**config.mk**
```make
export PLATFORM = sky130hd
export DESIGN_NAME = control_sequencer
export DESIGN_NICKNAME = d
export VERILOG_FILES = /design/src/rtl/control_sequencer.sv
export SDC_FILE = /design/constraint.sdc
export NUM_CORES = 1
export LEC_CHECK = 0
export CAP_MARGIN = 20
export CORE_MARGIN = 3
export CORE_UTILIZATION = 44
export CTS_BUF_LIST = sky130_fd_sc_hd__clkbuf_4 sky130_fd_sc_hd__clkbuf_8
export DETAILED_ROUTE_END_ITERATION = 8
export GPL_TIMING_DRIVEN = 1
export PLACE_DENSITY = 0.78
export SLEW_MARGIN = 15
export SYNTH_ARGS = -nofsm -noshare
export SYNTH_HDL_FRONTEND = slang
export SYNTH_SLANG_ARGS = --single-unit
```
**constraint.sdc**
```tcl
create_clock -name clk -period 3.2 [get_ports clk]
set_input_delay 0.96 -clock clk [delete_from_list [all_inputs] [get_ports clk]]
set_output_delay 0.96 -clock clk [all_outputs]
set_load 0.1 [all_outputs]
```
**src/rtl/control_sequencer.sv**
```systemverilog
// Multi-cycle control sequencer: accepts one instruction at a time, decodes it and
// steps through DECODE/EXEC/MEM/WB. Optional macro CONTROL_SEQUENCER_ILLEGAL_TRAP_EN traps illegal instructions in HALT.
module control_sequencer #(
    parameter int unsigned EXEC_CYCLES = 1
) (
    input  logic        clk,
    input  logic        reset,
    input  logic        instr_valid,
    input  logic [31:0] instr_in,
    output logic        instr_ready,
    output logic [31:0] instruction,
    output logic        RegDst,
    output logic        MemRead,
    output logic        MemtoReg,
    output logic        MemWrite,
    output logic        ALUSrc,
    output logic        RegWrite,
    output logic [3:0]  ALUCtrl,
    output logic        illegal
);

    typedef enum logic [2:0] {
        S_IDLE,
        S_DECODE,
        S_EXEC,
        S_MEM,
        S_WB,
        S_HALT
    } state_t;

    localparam logic [1:0] EXEC_LAST = 2'(EXEC_CYCLES - 1);

    state_t      state, state_n;
    logic [1:0]  exec_cnt, exec_cnt_n;
    logic [31:0] instr_q;

    logic [5:0]  opcode;
    logic [5:0]  funct;
    logic        is_r, is_lw, is_sw, is_addi, legal;
    logic [3:0]  alu_dec;

    logic        ready_c, illegal_c, active;
    logic        regdst_c, memread_c, memtoreg_c, memwrite_c, alusrc_c, regwrite_c;
    logic [3:0]  aluctrl_c;

    assign opcode = instr_q[31:26];
    assign funct  = instr_q[5:0];

    always_ff @(posedge clk) begin
        if (reset) begin
            state    <= S_IDLE;
            exec_cnt <= '0;
            instr_q  <= '0;
        end else begin
            state    <= state_n;
            exec_cnt <= exec_cnt_n;
            if (state == S_IDLE && instr_valid) begin
                instr_q <= instr_in;
            end
        end
    end

    always_comb begin
        is_r    = 1'b0;
        is_lw   = 1'b0;
        is_sw   = 1'b0;
        is_addi = 1'b0;
        legal   = 1'b0;
        alu_dec = '0;
        case (opcode)
            6'h00: begin
                is_r  = 1'b1;
                legal = 1'b1;
                case (funct)
                    6'h20:   alu_dec = 4'b0010;
                    6'h22:   alu_dec = 4'b0110;
                    6'h24:   alu_dec = 4'b0000;
                    6'h25:   alu_dec = 4'b0001;
                    6'h2A:   alu_dec = 4'b0111;
                    6'h27:   alu_dec = 4'b1100;
                    default: legal   = 1'b0;
                endcase
            end
            6'h23: begin
                is_lw   = 1'b1;
                legal   = 1'b1;
                alu_dec = 4'b0010;
            end
            6'h2B: begin
                is_sw   = 1'b1;
                legal   = 1'b1;
                alu_dec = 4'b0010;
            end
            6'h08: begin
                is_addi = 1'b1;
                legal   = 1'b1;
                alu_dec = 4'b0010;
            end
            default: legal = 1'b0;
        endcase
    end

    always_comb begin
        state_n    = state;
        exec_cnt_n = exec_cnt;
        ready_c    = 1'b0;
        illegal_c  = 1'b0;
        case (state)
            S_IDLE: begin
                ready_c = 1'b1;
                if (instr_valid) begin
                    state_n = S_DECODE;
                end
            end
            S_DECODE: begin
                if (legal) begin
                    state_n    = S_EXEC;
                    exec_cnt_n = '0;
                end else begin
                    illegal_c = 1'b1;
`ifdef CONTROL_SEQUENCER_ILLEGAL_TRAP_EN
                    state_n   = S_HALT;
`else
                    state_n   = S_IDLE;
`endif
                end
            end
            S_EXEC: begin
                if (exec_cnt == EXEC_LAST) begin
                    state_n = (is_lw || is_sw) ? S_MEM : S_WB;
                end else begin
                    exec_cnt_n = exec_cnt + 2'd1;
                end
            end
            S_MEM: begin
                state_n = is_lw ? S_WB : S_IDLE;
            end
            S_WB: begin
                state_n = S_IDLE;
            end
            S_HALT: begin
`ifdef CONTROL_SEQUENCER_ILLEGAL_TRAP_EN
                illegal_c = 1'b1;
`else
                state_n   = S_IDLE;
`endif
            end
            default: state_n = S_IDLE;
        endcase
    end

    // Static controls derive from the held instruction word for the whole
    // lifetime of the instruction; pulsed controls depend on the phase too.
    always_comb begin
        active     = legal && (state == S_DECODE || state == S_EXEC ||
                               state == S_MEM    || state == S_WB);
        regdst_c   = active && (is_lw || is_addi);
        alusrc_c   = active && (is_lw || is_sw || is_addi);
        memtoreg_c = active && is_lw;
        aluctrl_c  = active ? alu_dec : 4'b0000;
        memread_c  = is_lw && (state == S_MEM || state == S_WB);
        memwrite_c = is_sw && (state == S_MEM);
        regwrite_c = legal && (is_r || is_lw || is_addi) && (state == S_WB);
    end

    // Reset masks every output combinationally so the reset cycle itself is quiet.
    always_comb begin
        instr_ready = ready_c    && !reset;
        illegal     = illegal_c  && !reset;
        RegDst      = regdst_c   && !reset;
        MemRead     = memread_c  && !reset;
        MemtoReg    = memtoreg_c && !reset;
        MemWrite    = memwrite_c && !reset;
        ALUSrc      = alusrc_c   && !reset;
        RegWrite    = regwrite_c && !reset;
        ALUCtrl     = reset ? 4'b0000 : aluctrl_c;
        instruction = reset ? '0 : instr_q;
    end

endmodule

```
==> impl_summary.log, run 1 <==
[metrics] DRC marker count from the first detailed-route iteration: 172
[metrics] Chip Width: 71.2 um
[metrics] reg-to-reg startpoint: instr_q[31]
[metrics] sum of routed wire length over all layers: approximately 5600 um
[metrics] DIE AREA: 5070 sq um
[metrics] number of synthesized register bits: 37
[metrics] maximum clock skew at final layout: 0.00257 ns
[metrics] clock tree root driver cell: sky130_fd_sc_hd__clkbuf_8
[metrics] path category of the worst min-delay check: reg -> reg
[metrics] smallest setup slack after layout: approximately 0.064 ns
[metrics] count of flip-flops with a built-in enable after synthesis: 0
[metrics] Total Power: 1.24 mW
[metrics] Worst setup SP type: flip-flop
[metrics] number of max-slew violations in the final report: 0
[metrics] DRC: 0
[metrics] Critical Path RT: 2.24 ns
[metrics] Critical Path Sink Type: primary output
[metrics] placer's final routability congestion estimate: around 0.77
[metrics] Period minus WS final: 3.14 ns
[metrics] number of distinct standard cells referenced by the synthesized netlist: 36
[metrics] hold_sp: instr_q[10]
[metrics] clock sink count: 37
[metrics] relative area change from synthesis to final layout: 83.2%
[metrics] CTS H-tree lvls: 2
[metrics] Tot GR Track Use: 0.230
[metrics] Leakage Power: ~1.3 nW
[metrics] Reg2Reg Depth: 6
[metrics] Clock Pin Slew Worst Setup and Hold Paths: 0.07 ns
[metrics] max-slew headroom at the worst pin: 0.609
[metrics] Hold Worst Slack: 0.451 ns
[metrics] layout cells sized above 1: 0.272
[metrics] initial antenna violation count: 0
[metrics] number of buffers on the longest clock path: 2
[metrics] Critical Path AT: between 2 and 2.5 ns
[metrics] area leader, netlist: sky130_fd_sc_hd__dfxtp_1
[metrics] largest vdd supply drop: 0.307 mV
[metrics] Nets: 370
[metrics] vertical extent of the die: 71.2 um
[metrics] wire per inst: between 10 and 15 um
[metrics] gate count of the mapped netlist: 259
[metrics] run status: completed
[metrics] cell depth of the worst min-delay path: 2
[metrics] first-pass iteration count of the detailed router: 4
[metrics] Final Cycle Share: 0.980
[metrics] diodes inserted: 0
[metrics] CTS buffer count: 5
[metrics] area of the mapped netlist: 1870 sq um
[metrics] main flop type after synthesis: sky130_fd_sc_hd__dfxtp_1
[metrics] TritonCTS clock tree: done
[metrics] class of the most critical setup path: reg -> out
[metrics] Reg2Reg Setup Slack: between 1 and 1.5 ns
[metrics] cell with the most instances after synthesis: sky130_fd_sc_hd__nand2_1
[metrics] share of the synthesized area in the top cell type: 0.396
[metrics] total via count in the routed design: 1996
[metrics] estimated wirelength of the detail-placed design: 4330 um
[metrics] Placement Setup Slack: 0.200 ns
[metrics] number of top-level pins: 79
[metrics] clock latency of the later-clocked register in the worst-skew pair: 0.29 ns
[metrics] achievable clock frequency: 0.319 GHz
[metrics] final core occ: 0.845
[metrics] async set-reset flop share out of synthesis: 0
[metrics] final global-route overflow total: 0
[metrics] Yosys Warn Count: 0
[metrics] via density per instance: 5.18
[metrics] power per unit of standard cell area: 361 nW/um^2
[metrics] global-route wire length before repair: 9230 um
[metrics] number of global-route vias before repair: 1988
[metrics] max_cap viols: 0
[metrics] Critical Path Fanout Max: 5
[metrics] post-synthesis average cell area: 7.22 sq um
[metrics] FF-to-FF End: state[1]
[metrics] most used standard cells in the synthesized netlist: sky130_fd_sc_hd__nand2_1, sky130_fd_sc_hd__dfxtp_1, sky130_fd_sc_hd__a21oi_1
[metrics] top cells by area, synth: sky130_fd_sc_hd__dfxtp_1, sky130_fd_sc_hd__nand2_1, sky130_fd_sc_hd__nor2b_1
[metrics] Hold Vio Cnt, Final: 0
[metrics] number of buffers inserted by hold repair at cts: 0
[metrics] Post-Route Setup TNS: 0 ns
[metrics] Seq/Total Area, Yosys: 0.396
[metrics] largest net degree at the start of global routing: between 50 and 60
[metrics] count of antenna-violating nets left after detailed routing: 0
[metrics] floorplan core area: 4060 sq um
[metrics] Mapped Nets: 295
[metrics] final setup violating endpoints: 0
[metrics] capture endpoint of the worst hold path: instr_q[10]
[metrics] number of buffer cells added on primary ports: 78
[metrics] actual slew at the worst max-slew pin: 0.587 ns
[metrics] starting density of the core: 0.461
[metrics] Core Rows: 23
[worst max-delay path, cell delays in order, from the launching register on]
cell                       delay (ns)
sky130_fd_sc_hd__dfxtp_1         0.35
sky130_fd_sc_hd__or3_4           0.41
sky130_fd_sc_hd__or4_4           0.43
sky130_fd_sc_hd__o21ai_4         0.18
sky130_fd_sc_hd__nand2_4         0.11
sky130_fd_sc_hd__a211oi_4        0.21
sky130_fd_sc_hd__buf_12          0.21
[per-layer routing]
| layer | vias up | wire [um] | GRT usage |
|---|---|---|---|
| li1 | 1000 | - | - |
| met5 | - | 0 | 0 |
| met4 | 0 | 104 | 0.0814 |
| met3 | 11 | 349 | 0.0710 |
| met2 | 64 | 2990 | 0.406 |
| met1 | 921 | 2150 | 0.259 |
[flip-flops by register name (all words and copies together), names as in the netlist]
name and flops:
instr_q 32, exec_cnt 2, state 3
[worst max path at each step]
stage | start | endpoint | slack [ns] | depth (start not counted)
floorplan | reset | instruction[10] | -0.25 | 2
global placement | reset | ALUCtrl[2] | 0.27 | 5
detailed placement | reset | ALUCtrl[2] | 0.20 | 5
CTS | instr_q[31] | ALUCtrl[2] | 0.04 | 5
global route | instr_q[31] | RegDst | -0.001 | 6
finish | instr_q[31] | RegDst | 0.06 | 6
[through the flow]
stage / instance area (sq um) / instances
finish: 3430 / 385
global route: 3430 / 385
CTS: 3420 / 385
detailed placement: 3320 / 376
global placement: 3320 / 376
floorplan: 2080 / 259
[final cells by class]
class	count	area [sq um]
timing repair buffer	88	1300
multi-input combinational	198	1220
sequential	37	741
fill	236	631
clock buffer	6	76.3
tap	50	62.6
inverter	4	15.0
clock inverter	2	10.0
[placed cells by master (no fill, tap or decap), types with 2 or more instances in the layout]
master                            synthesis  layout
sky130_fd_sc_hd__a21oi_4                  0       2
sky130_fd_sc_hd__nor4_4                   0       3
sky130_fd_sc_hd__nand2_1                 69      68
sky130_fd_sc_hd__nor2_1                  14      12
sky130_fd_sc_hd__inv_1                    4       4
sky130_fd_sc_hd__clkdlybuf4s50_1          0      33
sky130_fd_sc_hd__nor2b_1                 31      27
sky130_fd_sc_hd__nand3_1                  5       5
sky130_fd_sc_hd__and3_1                   2       2
sky130_fd_sc_hd__buf_4                    0       9
sky130_fd_sc_hd__or2_2                    2       2
sky130_fd_sc_hd__a21oi_1                 36      34
sky130_fd_sc_hd__o21ai_0                  2       2
sky130_fd_sc_hd__buf_12                   0      45
sky130_fd_sc_hd__nor3_4                   0       3
sky130_fd_sc_hd__nand2b_1                 6       6
sky130_fd_sc_hd__clkbuf_8                 0       5
sky130_fd_sc_hd__clkinv_2                 0       2
sky130_fd_sc_hd__nor2b_2                  0       3
sky130_fd_sc_hd__dfxtp_1                 37      37
[kinds of logic after synthesis]
family                     count (synthesis)  share of synthesized area
AOI/OAI and AO/OA                         49                      0.161
xor gates and xnor gates                   1                    0.00468
adders and majority gates                  1                    0.00669
buffers and inverters                     24                     0.0482
DFF                                       37                      0.396
and+or+nand+nor                          147                      0.383
[power breakdown]
| group | leakage [nW] | switching [mW] | internal (mW) |
|---|---|---|---|
| clock | 0.0484 | 0.163 | 0.159 |
| sequential | 0.303 | 0.0178 | 0.488 |
| combinational | 0.931 | 0.251 | 0.160 |
| total | 1.28 | 0.432 | 0.807 |
[timing repair]
action	CTS	global route
endpoints found under the setup margin	1	4
pin swaps	1	1
buffers inserted	1	0
gates resized for setup	1	1
Power figures use the tool's default switching activity.
==> run 2, diff against run 1 <==
--- a/config.mk
+++ b/config.mk
@@ -5,13 +5,13 @@
 export SDC_FILE = /design/constraint.sdc
 export NUM_CORES = 1
 export LEC_CHECK = 0
-export CAP_MARGIN = 20
 export CORE_MARGIN = 3
 export CORE_UTILIZATION = 44
 export CTS_BUF_LIST = sky130_fd_sc_hd__clkbuf_4 sky130_fd_sc_hd__clkbuf_8
 export DETAILED_ROUTE_END_ITERATION = 8
 export GPL_TIMING_DRIVEN = 1
-export PLACE_DENSITY = 0.78
+export PLACE_DENSITY_LB_ADDON = 0.05
+export SETUP_SLACK_MARGIN = 0.2
 export SLEW_MARGIN = 15
 export SYNTH_ARGS = -nofsm -noshare
 export SYNTH_HDL_FRONTEND = slang
==> run 2 against run 1 <==
Clock skew grew 0.0028 ns. Non-clock buffer count up 2. Total power is 9.0% higher. First-iteration DRC count decreased by 53%. Cell area rose by 2.2%. Critical path type unchanged. Critical endpoint unchanged. Sequential share of layout area decreased by 0.36 points. Highest routed layer unchanged. Clock power grew 32%. Critical path depth unchanged. Worst setup slack worse by 0.036 ns. Flip-flop and latch count is the same. Utilization is 1.9 points higher.
==> impl_summary.log, run 2 (same netlist as run 1, synthesis figures left out) <==
[metrics] run status: completed
[metrics] Nets: 372 (+0.54%)
[metrics] number of buffers inserted by hold repair at cts: 0 (unchanged)
[metrics] leading cell type in the layout, fill and taps excluded: sky130_fd_sc_hd__nand2_1
[metrics] Reg2Reg Setup Slack: 1.15 ns (-0.06 ns)
[metrics] Period minus WS final: 3.17 ns (+0.0360 ns)
[metrics] layout cells sized above 1: 0.291 (+0.0192)
[metrics] initial antenna violation count: 0 (unchanged)
[metrics] DIE AREA: 5070 sq um (unchanged)
[metrics] switching share of total power: 0.330 (-0.0190)
[metrics] final setup violating endpoints: 0 (unchanged)
[metrics] number of buffer cells added on primary ports: 78 (unchanged)
[metrics] Critical Path Sink Type: primary output
[metrics] DRC: 0 (unchanged)
[metrics] CTS H-tree lvls: 2 (unchanged)
[metrics] Hold Vio Cnt, Final: 0 (unchanged)
[metrics] clock sink count: 37 (unchanged)
[metrics] Critical Path RT: 2.24 ns (about the same)
[metrics] max_cap viols: 0 (unchanged)
[metrics] Critical Path Max Stage Delay: 0.44 ns (about the same)
[metrics] FF-to-FF End: state[1]
[metrics] number of global-route vias before repair: 1992 (+0.20%)
[metrics] share of total power in sequential cells: 0.378 (-0.030)
[metrics] dpl cells: 377 (+0.27%)
[metrics] CP cell instances: or3_4 -> or4_4 -> o21ai_4 -> nand2_4 -> a211oi_4 -> buf_12
[metrics] largest net degree at the start of global routing: 43 (-22%)
[metrics] count of antenna-violating nets left after detailed routing: 0 (unchanged)
[metrics] clock tree root driver cell: sky130_fd_sc_hd__clkbuf_8
[metrics] max reg flops: 32 (unchanged)
[metrics] path category of the worst min-delay check: reg -> reg
[metrics] diodes inserted: 0 (unchanged)
[metrics] Final Cycle Share: 0.991 (+0.0113)
[metrics] actual slew at the worst max-slew pin: 0.423 ns (-0.164 ns)
[metrics] most frequent cells in the layout: sky130_fd_sc_hd__nand2_1, sky130_fd_sc_hd__buf_12, sky130_fd_sc_hd__a21oi_1, sky130_fd_sc_hd__dfxtp_1, sky130_fd_sc_hd__clkdlybuf4s50_1
[metrics] power per unit of standard cell area: 385 nW/um^2 (+6.6%)
[metrics] crit path from: instr_q[31]
[metrics] register with the highest flop count: instr_q
[metrics] Clk network pwr share: 0.316 (+0.056)
[metrics] Power Internal: 0.905 mW (+12%)
[metrics] relative area change from synthesis to final layout: 87.3%
[metrics] total via count in the routed design: 2007 (+0.55%)
[metrics] Critical Path AT: 2.21 ns (+0.03 ns)
[metrics] RSZ-0062 raised after global routing: yes
[metrics] largest vdd supply drop: 0.409 mV (+33%)
[metrics] CTS buffer count: 5 (unchanged)
[metrics] Worst setup SP type: flip-flop
[metrics] Core Rows: 23 (unchanged)
[metrics] via density per instance: 5.19 (about the same)
[metrics] wire per inst: 14.2 um (-1.9%)
[metrics] Tot GR Track Use: 0.231 (+0.000657)
[metrics] Leakage Power: 1.31 nW (+1.9%)
[metrics] TritonCTS clock tree: done
[metrics] reg-to-reg startpoint: instr_q[31]
[metrics] switching power total: 0.445 mW (+3.0%)
[metrics] achievable clock frequency: 0.315 GHz (-1.1%)
[metrics] slowest stage cell on the critical path: sky130_fd_sc_hd__or4_4
[metrics] max-slew headroom at the worst pin: 0.716 (+0.107)
[metrics] placer's final routability congestion estimate: 0.842 (+9.6%)
[metrics] DRC marker count from the first detailed-route iteration: 80 (-53%)
[metrics] Critical Path Fanout Max: 4 (-1)
[metrics] final global-route overflow total: 0 (unchanged)
[metrics] power share of the combinational group: 0.307 (-0.025)
[metrics] class of the most critical setup path: reg -> out
[metrics] first-pass iteration count of the detailed router: 4 (unchanged)
[metrics] sum of routed wire length over all layers: 5510 um (-1.4%)
[metrics] number of buffers on the longest clock path: 2 (unchanged)
[metrics] Clock Pin Slew Worst Setup and Hold Paths: 0.08 ns (about the same)
[metrics] hold_sp: instr_q[10]
[metrics] global-route wire length before repair: 9320 um (+0.96%)
[metrics] vertical extent of the die: 71.2 um (unchanged)
[metrics] Total Power: 1.35 mW (+9.0%)
[metrics] number of top-level pins: 79 (unchanged)
[metrics] Reg2Reg Depth: 6 (unchanged)
[metrics] final core occ: 0.863 (+0.0188)
[metrics] maximum clock skew at final layout: 0.00540 ns (+0.00283 ns)
[metrics] Setup crit end: RegDst
[metrics] clock latency of the later-clocked register in the worst-skew pair: 0.29 ns (about the same)
[metrics] final std cells w/o fill: 387 (+0.52%)
[metrics] number of max-slew violations in the final report: 0 (unchanged)
[metrics] Chip Width: 71.2 um (unchanged)
[metrics] floorplan core area: 4060 sq um (unchanged)
[metrics] Largest regs: instr_q: 32 flops, state: 3 flops, exec_cnt: 2 flops
[metrics] starting density of the core: 0.461 (unchanged)
[metrics] estimated wirelength of the detail-placed design: 3920 um (-9.4%)
-- run 2: cell count changes in the layout (fill, tap and decap cells not counted), sizes merged --
cell	change
buf	+2
bufinv	+1
clkinv	-2
clkinvlp	+1
-- run 2: layout make-up --
cell class	count	area (sq um)
repair buffers	90	1320
multi-input cells	198	1240
flip-flops and latches	37	744
fillers	224	554
clock buffers	6	82.6
well taps	50	62.6
clock inverters	2	37.5
inverters	4	15.0
-- run 2: worst max-delay path: cells and delay by family, from the launching register on --
family / cells / cell delay (ns)
AO/OA/AOI/OAI: 2 / 0.41
AND/OR/NAND/NOR: 3 / 0.95
buffers and inverters: 1 / 0.21
flip-flops: 1 / 0.35
-- run 2: how the worst min path moves through the flow --
| stage | endpoint | slack (ns) | cells after the start |
|---|---|---|---|
| 2_1_floorplan | instr_q[10] | 0.43 | 2 |
| 3_3_place_gp | instr_q[11] | 0.44 | 2 |
| 3_5_place_dp | instr_q[20] | 0.44 | 2 |
| 4_1_cts | instr_q[10] | 0.46 | 2 |
| 5_1_grt | instr_q[10] | 0.47 | 2 |
| 6_report | instr_q[10] | 0.45 | 2 |
-- run 2: what timing repair did --
item                       4_1_cts  5_1_grt
setup endpoints to repair        6        9
pin swaps                        2        1
gates cloned                     0        0
buffers inserted                 2        0
resized for setup                1        3
-- run 2: power groups by stage --
stage | sequential (mW) | combinational, mW | clock, mW
floorplan | 0.510 | 0.267 | 0
global placement | 0.516 | 0.403 | 0
detailed placement | 0.518 | 0.409 | 0
CTS | 0.508 | 0.414 | 0.434
global route | 0.513 | 0.437 | 0.454
finish | 0.510 | 0.414 | 0.426
-- run 2: per-stage QoR --
| stage | hold slack (ns) | TNS [ns] | instance area [sq um] | setup slack (ns) |
|---|---|---|---|---|
| floorplan | 0.432 | -7.18 | 2110 | -0.253 |
| global placement | 0.437 | 0 | 3360 | 0.288 |
| detailed placement | 0.443 | 0 | 3360 | 0.279 |
| CTS | 0.455 | 0 | 3490 | 0.0426 |
| global route | 0.467 | -0.0727 | 3500 | -0.0344 |
| finish | 0.451 | 0 | 3500 | 0.0285 |
-- run 2: routing by layer --
metal | up-vias | GRT usage | wire length [um]
met2 | 52 | 0.397 | 2860
met5 | - | 0 | 0
li1 | 1009 | - | -
met4 | 0 | 0.0626 | 71
met3 | 8 | 0.0753 | 340
met1 | 938 | 0.274 | 2240
